[config.mk]
export PLATFORM = sky130hd
export DESIGN_NAME = commit_arbiter
export DESIGN_NICKNAME = d
export VERILOG_FILES = /design/src/rtl/core_config_pkg.sv /design/src/rtl/rr_arbiter.sv /design/src/rtl/commit_arbiter.sv
export SDC_FILE = /design/constraint.sdc
export NUM_CORES = 1
export LEC_CHECK = 0
export BUFFER_PORTS_ARGS = -buffer_cell sky130_fd_sc_hd__buf_2
export CAP_MARGIN = 20
export CORE_MARGIN = 3
export CORE_UTILIZATION = 49
export DETAILED_ROUTE_END_ITERATION = 16
export PLACE_DENSITY_LB_ADDON = 0.08
export REMOVE_ABC_BUFFERS = 1
export SYNTH_ARGS = -nofsm -noshare
export SYNTH_HDL_FRONTEND = slang
export SYNTH_SLANG_ARGS = --single-unit
[constraint.sdc]
create_clock -name clk -period 5.55 [get_ports clk]
set_input_delay 0 -clock clk [delete_from_list [all_inputs] [get_ports clk]]
set_output_delay 0 -clock clk [all_outputs]
set_load 0.1 [all_outputs]
[src/rtl/core_config_pkg.sv]
// ============================================================================
// Module  : core_config_pkg
// Brief   : Core-wide configuration constants and shared commit-side types.
// Rev     : 1.0  initial release
// ============================================================================
`default_nettype none

package core_config_pkg;

  localparam int XLEN         = 32;
  localparam int REG_ADDR_W   = 5;
  localparam int N_EXEC_UNITS = 5;

  typedef enum logic [0:0] {
    RUN  = 1'b0,
    HALT = 1'b1
  } commit_state_t;

endpackage : core_config_pkg

`default_nettype wire

[src/rtl/rr_arbiter.sv]
// ============================================================================
// Module  : rr_arbiter
// Brief   : Combinational round-robin picker: first set request at or above
//           ptr, wrapping modulo N. Shared by the commit and issue sides.
// Rev     : 1.0  initial release
// ============================================================================
`default_nettype none

module rr_arbiter #(
  parameter int N     = 5,
  parameter int IDX_W = (N > 1) ? $clog2(N) : 1
) (
  input  logic [N-1:0]     req,
  input  logic [IDX_W-1:0] ptr,
  input  logic             en,
  output logic [N-1:0]     grant,
  output logic [IDX_W-1:0] grant_idx,
  output logic             any
);

  always_comb begin
    int j;
    j         = 0;
    grant     = '0;
    grant_idx = '0;
    any       = 1'b0;
    for (int k = 0; k < N; k++) begin
      j = int'(ptr) + k;
      if (j >= N) begin
        j = j - N;
      end
      // The !any guard keeps only the first hit in rotated priority order.
      if (en && !any && (j < N) && req[j]) begin
        grant[j]  = 1'b1;
        grant_idx = IDX_W'(j);
        any       = 1'b1;
      end
    end
  end

endmodule : rr_arbiter

`default_nettype wire

[src/rtl/commit_arbiter.sv]
// ============================================================================
// Module  : commit_arbiter
// Brief   : Round-robin commit of execution-unit results into a registered
//           register-file write port, with precise exception and halt.
// Rev     : 1.0  initial release
// ============================================================================
`default_nettype none

module commit_arbiter #(
  parameter int N_UNITS    = core_config_pkg::N_EXEC_UNITS,
  parameter int XLEN       = core_config_pkg::XLEN,
  parameter int REG_ADDR_W = core_config_pkg::REG_ADDR_W
) (
  input  logic                                 clk,
  input  logic                                 rst_n,
  input  logic [N_UNITS-1:0][XLEN-1:0]         unit_res,
  input  logic [N_UNITS-1:0][REG_ADDR_W-1:0]   unit_rd,
  input  logic [N_UNITS-1:0]                   unit_valid,
  input  logic [N_UNITS-1:0]                   unit_error,
  input  logic [N_UNITS-1:0]                   unit_req,
  output logic [N_UNITS-1:0]                   unit_clear,
  input  logic                                 wb_ready,
  output logic                                 wr_en,
  output logic [REG_ADDR_W-1:0]                wr_addr,
  output logic [XLEN-1:0]                      wr_data,
  output logic                                 exc_valid,
  output logic [$clog2(N_UNITS)-1:0]           exc_unit,
  output logic [REG_ADDR_W-1:0]                exc_rd,
  output logic                                 halted,
  input  logic                                 flush
);

  import core_config_pkg::*;

  localparam int UNIT_ID_W = $clog2(N_UNITS);

  commit_state_t         state_q,     state_d;
  logic [UNIT_ID_W-1:0]  ptr_q,       ptr_d;
  logic                  wr_en_q,     wr_en_d;
  logic [REG_ADDR_W-1:0] wr_addr_q,   wr_addr_d;
  logic [XLEN-1:0]       wr_data_q,   wr_data_d;
  logic                  exc_valid_q, exc_valid_d;
  logic [UNIT_ID_W-1:0]  exc_unit_q,  exc_unit_d;
  logic [REG_ADDR_W-1:0] exc_rd_q,    exc_rd_d;

  logic [N_UNITS-1:0]    eligible;
  logic                  stage_free;
  logic                  arb_en;
  logic [N_UNITS-1:0]    grant;
  logic [UNIT_ID_W-1:0]  grant_idx;
  logic                  grant_any;
  logic                  grant_err;
  logic [REG_ADDR_W-1:0] grant_rd;
  logic [XLEN-1:0]       grant_res;

  assign eligible   = unit_req & unit_valid;
  assign stage_free = !wr_en_q || wb_ready;

  rr_arbiter #(
    .N     (N_UNITS),
    .IDX_W (UNIT_ID_W)
  ) u_rr_arbiter (
    .req       (eligible),
    .ptr       (ptr_q),
    .en        (arb_en),
    .grant     (grant),
    .grant_idx (grant_idx),
    .any       (grant_any)
  );

  assign grant_err = unit_error[grant_idx];
  assign grant_rd  = unit_rd[grant_idx];
  assign grant_res = unit_res[grant_idx];

  // State register: all commit-side flops share one async reset.
  always_ff @(posedge clk or negedge rst_n) begin
    if (!rst_n) begin
      state_q     <= RUN;
      ptr_q       <= '0;
      wr_en_q     <= 1'b0;
      wr_addr_q   <= '0;
      wr_data_q   <= '0;
      exc_valid_q <= 1'b0;
      exc_unit_q  <= '0;
      exc_rd_q    <= '0;
    end else begin
      state_q     <= state_d;
      ptr_q       <= ptr_d;
      wr_en_q     <= wr_en_d;
      wr_addr_q   <= wr_addr_d;
      wr_data_q   <= wr_data_d;
      exc_valid_q <= exc_valid_d;
      exc_unit_q  <= exc_unit_d;
      exc_rd_q    <= exc_rd_d;
    end
  end

  // Next-state and registered-output datapath.
  always_comb begin
    state_d     = state_q;
    ptr_d       = ptr_q;
    wr_en_d     = wr_en_q;
    wr_addr_d   = wr_addr_q;
    wr_data_d   = wr_data_q;
    exc_valid_d = 1'b0;
    exc_unit_d  = exc_unit_q;
    exc_rd_d    = exc_rd_q;

    if (flush) begin
      state_d = RUN;
      wr_en_d = 1'b0;
    end else begin
      if (stage_free) begin
        wr_en_d = 1'b0;
      end
      if (grant_any) begin
        ptr_d = (grant_idx == UNIT_ID_W'(N_UNITS - 1)) ? '0
                                                       : grant_idx + UNIT_ID_W'(1);
        if (grant_err) begin
          state_d     = HALT;
          exc_valid_d = 1'b1;
          exc_unit_d  = grant_idx;
          exc_rd_d    = grant_rd;
        end else if (grant_rd != '0) begin
          wr_en_d   = 1'b1;
          wr_addr_d = grant_rd;
          wr_data_d = grant_res;
        end
      end
    end
  end

  // Grants are suppressed while in reset so no result is retired then.
  always_comb begin
    arb_en     = rst_n && (state_q == RUN) && stage_free && !flush;
    unit_clear = grant;
    halted     = (state_q == HALT);
  end

  assign wr_en     = wr_en_q;
  assign wr_addr   = wr_addr_q;
  assign wr_data   = wr_data_q;
  assign exc_valid = exc_valid_q;
  assign exc_unit  = exc_unit_q;
  assign exc_rd    = exc_rd_q;

endmodule : commit_arbiter

`default_nettype wire

==> impl_metrics.tcl <==
set metrics [dict create \
    drt_iter0_drc 388 \
    drv_cap 0 \
    ys_async_sr_fraction 1.00 \
    syn_inst 636 \
    yosysTopAreaCell "dfrtp_1" \
    hp-class "in2reg" \
    rows 39 \
    post_cts_resized 0 \
    status "finished, final reports clean" \
    cts_buffer_depth 2 \
    grt_pass1_vias 6149 \
    initial_core_util 0.503 \
    antenna_left 0 \
    place_area_sq_mm 0.00721 \
    synth_most_common_cell "mux2i_1" \
    grt_overflow 0 \
    drive_gt1_frac 0.436 \
    numPlacedInstances 1017 \
    n_fill_cell 985 \
    wirelength_mm 19.5 \
    hold_violations 0 \
    rsz0062_at_grt "false" \
    areaGrowthSynthToFinish_pct 28.1 \
    synth_edf_count 0 \
    fmax_mhz 196 \
    cts_made_buffers 5 \
    place_congestion 0.969 \
    core_sq_mm 0.0115 \
    die_y_microns 115 \
    drt-wirelength-per-cell_microns 19.0 \
    setup_viol 0 \
    grt_pass1_wl_mm 30.6 \
    synth-seq-cells 51 \
    avgSynthCellArea_sq_um 9.08 \
    die_w_microns 115 \
    dieArea_sq_mm 0.0131 \
    fin_skew_ns 0.00618 \
    fin_crit_ns 5.10 \
    firstDrtPassIters 5 \
    syn_area_sq_mm 0.00577 \
    grt_max_degree 67 \
    fin_cells 1030 \
    synthDominantCellAreaShare 0.221 \
    relSlewSlack 0.496 \
    regArea_sq_mm 0.00128 \
    final_nets 1114 \
    synth-warning-count 0 \
    synth_top_flop_cell "dfrtp_1" \
    yosys-top-cells-area "dfrtp_1 22%, mux2i_1 14%, mux2_2 9.0%" \
    drcViolationCount 0 \
    finalWorstSetupSlack_ns 0.451 \
    crit_required_ns 5.72 \
    clkSinkCount 51 \
    cts_tree "yes" \
    place_hpwl_mm 15.8 \
    tns_ns 0 \
    htreeDepth 2 \
    root_buffer "clkbuf_16" \
    io_pins 257 \
    ys_types 73 \
    path_max_fanout 33 \
    synth_common_cells "81 x mux2i_1, 64 x nand2_1, 54 x o21ai_0" \
    viasPerCell 5.79 \
    antenna_found_initial 2 \
    dp_slack_ns 0.553 \
    stdcell_area_sq_mm 0.00739 \
    maxSlewViolCount 0 \
    critPathArrivalTime_ns 5.27 \
    clkTransAtPathRegs_ns 0.06 \
    tightest_slew_ns 0.737 \
    port_buffers 256 \
    cp-start-kind "register" \
    worstSetupEndpointType "register" \
    insertion_delay_ns 0.28 \
    via_count 5967 \
    crit_type "reg2reg" \
    grt.total_usage 0.290 \
    timing.final.crit_share 0.919 \
    multiInputGateArea_sq_mm 0.00423 \
    yosysSeqAreaShare 0.221 \
]
## layer usage
metal | share of wire | vias up | wire length, microns | track usage
met4 | 0.035 | 0 | 677 | 0.114
met5 | 0 | - | 0 | 0
li1 | - | 2868 | - | -
met2 | 0.51 | 246 | 10000 | 0.513
met1 | 0.40 | 2810 | 7820 | 0.356
met3 | 0.053 | 43 | 1030 | 0.0354
## worst max-delay path, stage by stage (launching register included)
cell	delay, ns
dfrtp_1	0.39
inv_2	0.21
ha_1	0.21
inv_1	0.06
fa_1	0.47
nor2_1	0.24
a22o_1	0.32
a311oi_1	0.09
a2111oi_0	0.69
or3b_1	0.22
nand4b_1	0.14
o21ai_2	0.10
nor2_4	0.41
mux2i_1	0.16
o221a_2	0.33
a41oi_4	0.25
buf_12	0.26
mux2_2	0.37
## final cells by class
class                   instances  area share
multi-input cells             524       0.572
repair buffers                276       0.198
flip-flops and latches         51       0.173
well taps                     143      0.0242
clock buffers                   5      0.0169
inverters                      26      0.0132
clock inverters                 3     0.00254
diodes                          2    0.000677
## path summary, 6_finish.rpt
check,startpoint,endpoint,slack (ns),cells past startpoint
worst max-delay path,ptr_q[0],wr_data[23],0.45,17
worst min-delay path,wb_ready,wr_en,0.03,3
worst max register to register,ptr_q[0],wr_data[23],0.45,17
worst min register to register,wr_data[23],wr_data[23],0.51,1
max in group asynchronous,rst_n,wr_data[29],4.72,3
min in group asynchronous,rst_n,wr_addr[2],0.39,3
## cells by family after synthesis
family,count (synthesis),share of synthesized area
fa+ha+maj,26,0.0577
simple gates,168,0.148
xor+xnor,9,0.0150
compound gates,163,0.197
mux,158,0.312
flops,51,0.221
buf+inv,61,0.0496
## cells in the final DEF (no fill, tap or decap), types with 3 or more instances in the layout
cell           count
a211oi_1          10
a21o_1             3
a21oi_1           17
a221oi_1           3
a22o_1             3
a22oi_1            3
a31o_2             3
a31oi_1            9
and2_1             5
buf_2            256
buf_4             15
clkbuf_16          5
dfrtp_1           51
dlygate4sd3_1      3
ha_1              25
inv_1             24
mux2_2            46
mux2_4            30
mux2i_1           81
nand2_1           64
nand2b_1           8
nand3_1           15
nand3b_1           5
nor2_1            26
nor2b_1            8
nor3_1            11
nor4_1             4
o211ai_1           3
o21a_1             6
o21ai_0           54
o221a_2            3
o221ai_1           5
o22ai_1            6
o31ai_1            7
or2_2              5
or4_1              3
xnor2_1            6
## state kept, by name, indices dropped and copies added (netlist names)
register,count
wr_en,1
exc_unit,3
exc_valid,1
wr_data,32
wr_addr,5
exc_rd,5
halted,1
ptr_q,3
## per-stage QoR
stage	util	hold WS (ns)
after detailed placement	0.629	0.179
after global placement	0.629	0.164
after floorplan	-	-0.296
after CTS	0.644	0.0320
after global routing	0.645	0.0535
final	0.645	0.0347
## repair_timing
item | in CTS | in global routing
setup buffers | 0 | 0
endpoints found under the setup margin | 0 | 0
hold buffers | 3 | 0
endpoints found under the hold margin | 54 | 0
Power is not shown: default switching activity piles up to over one toggle a cycle in this logic, so the estimate is an artifact.
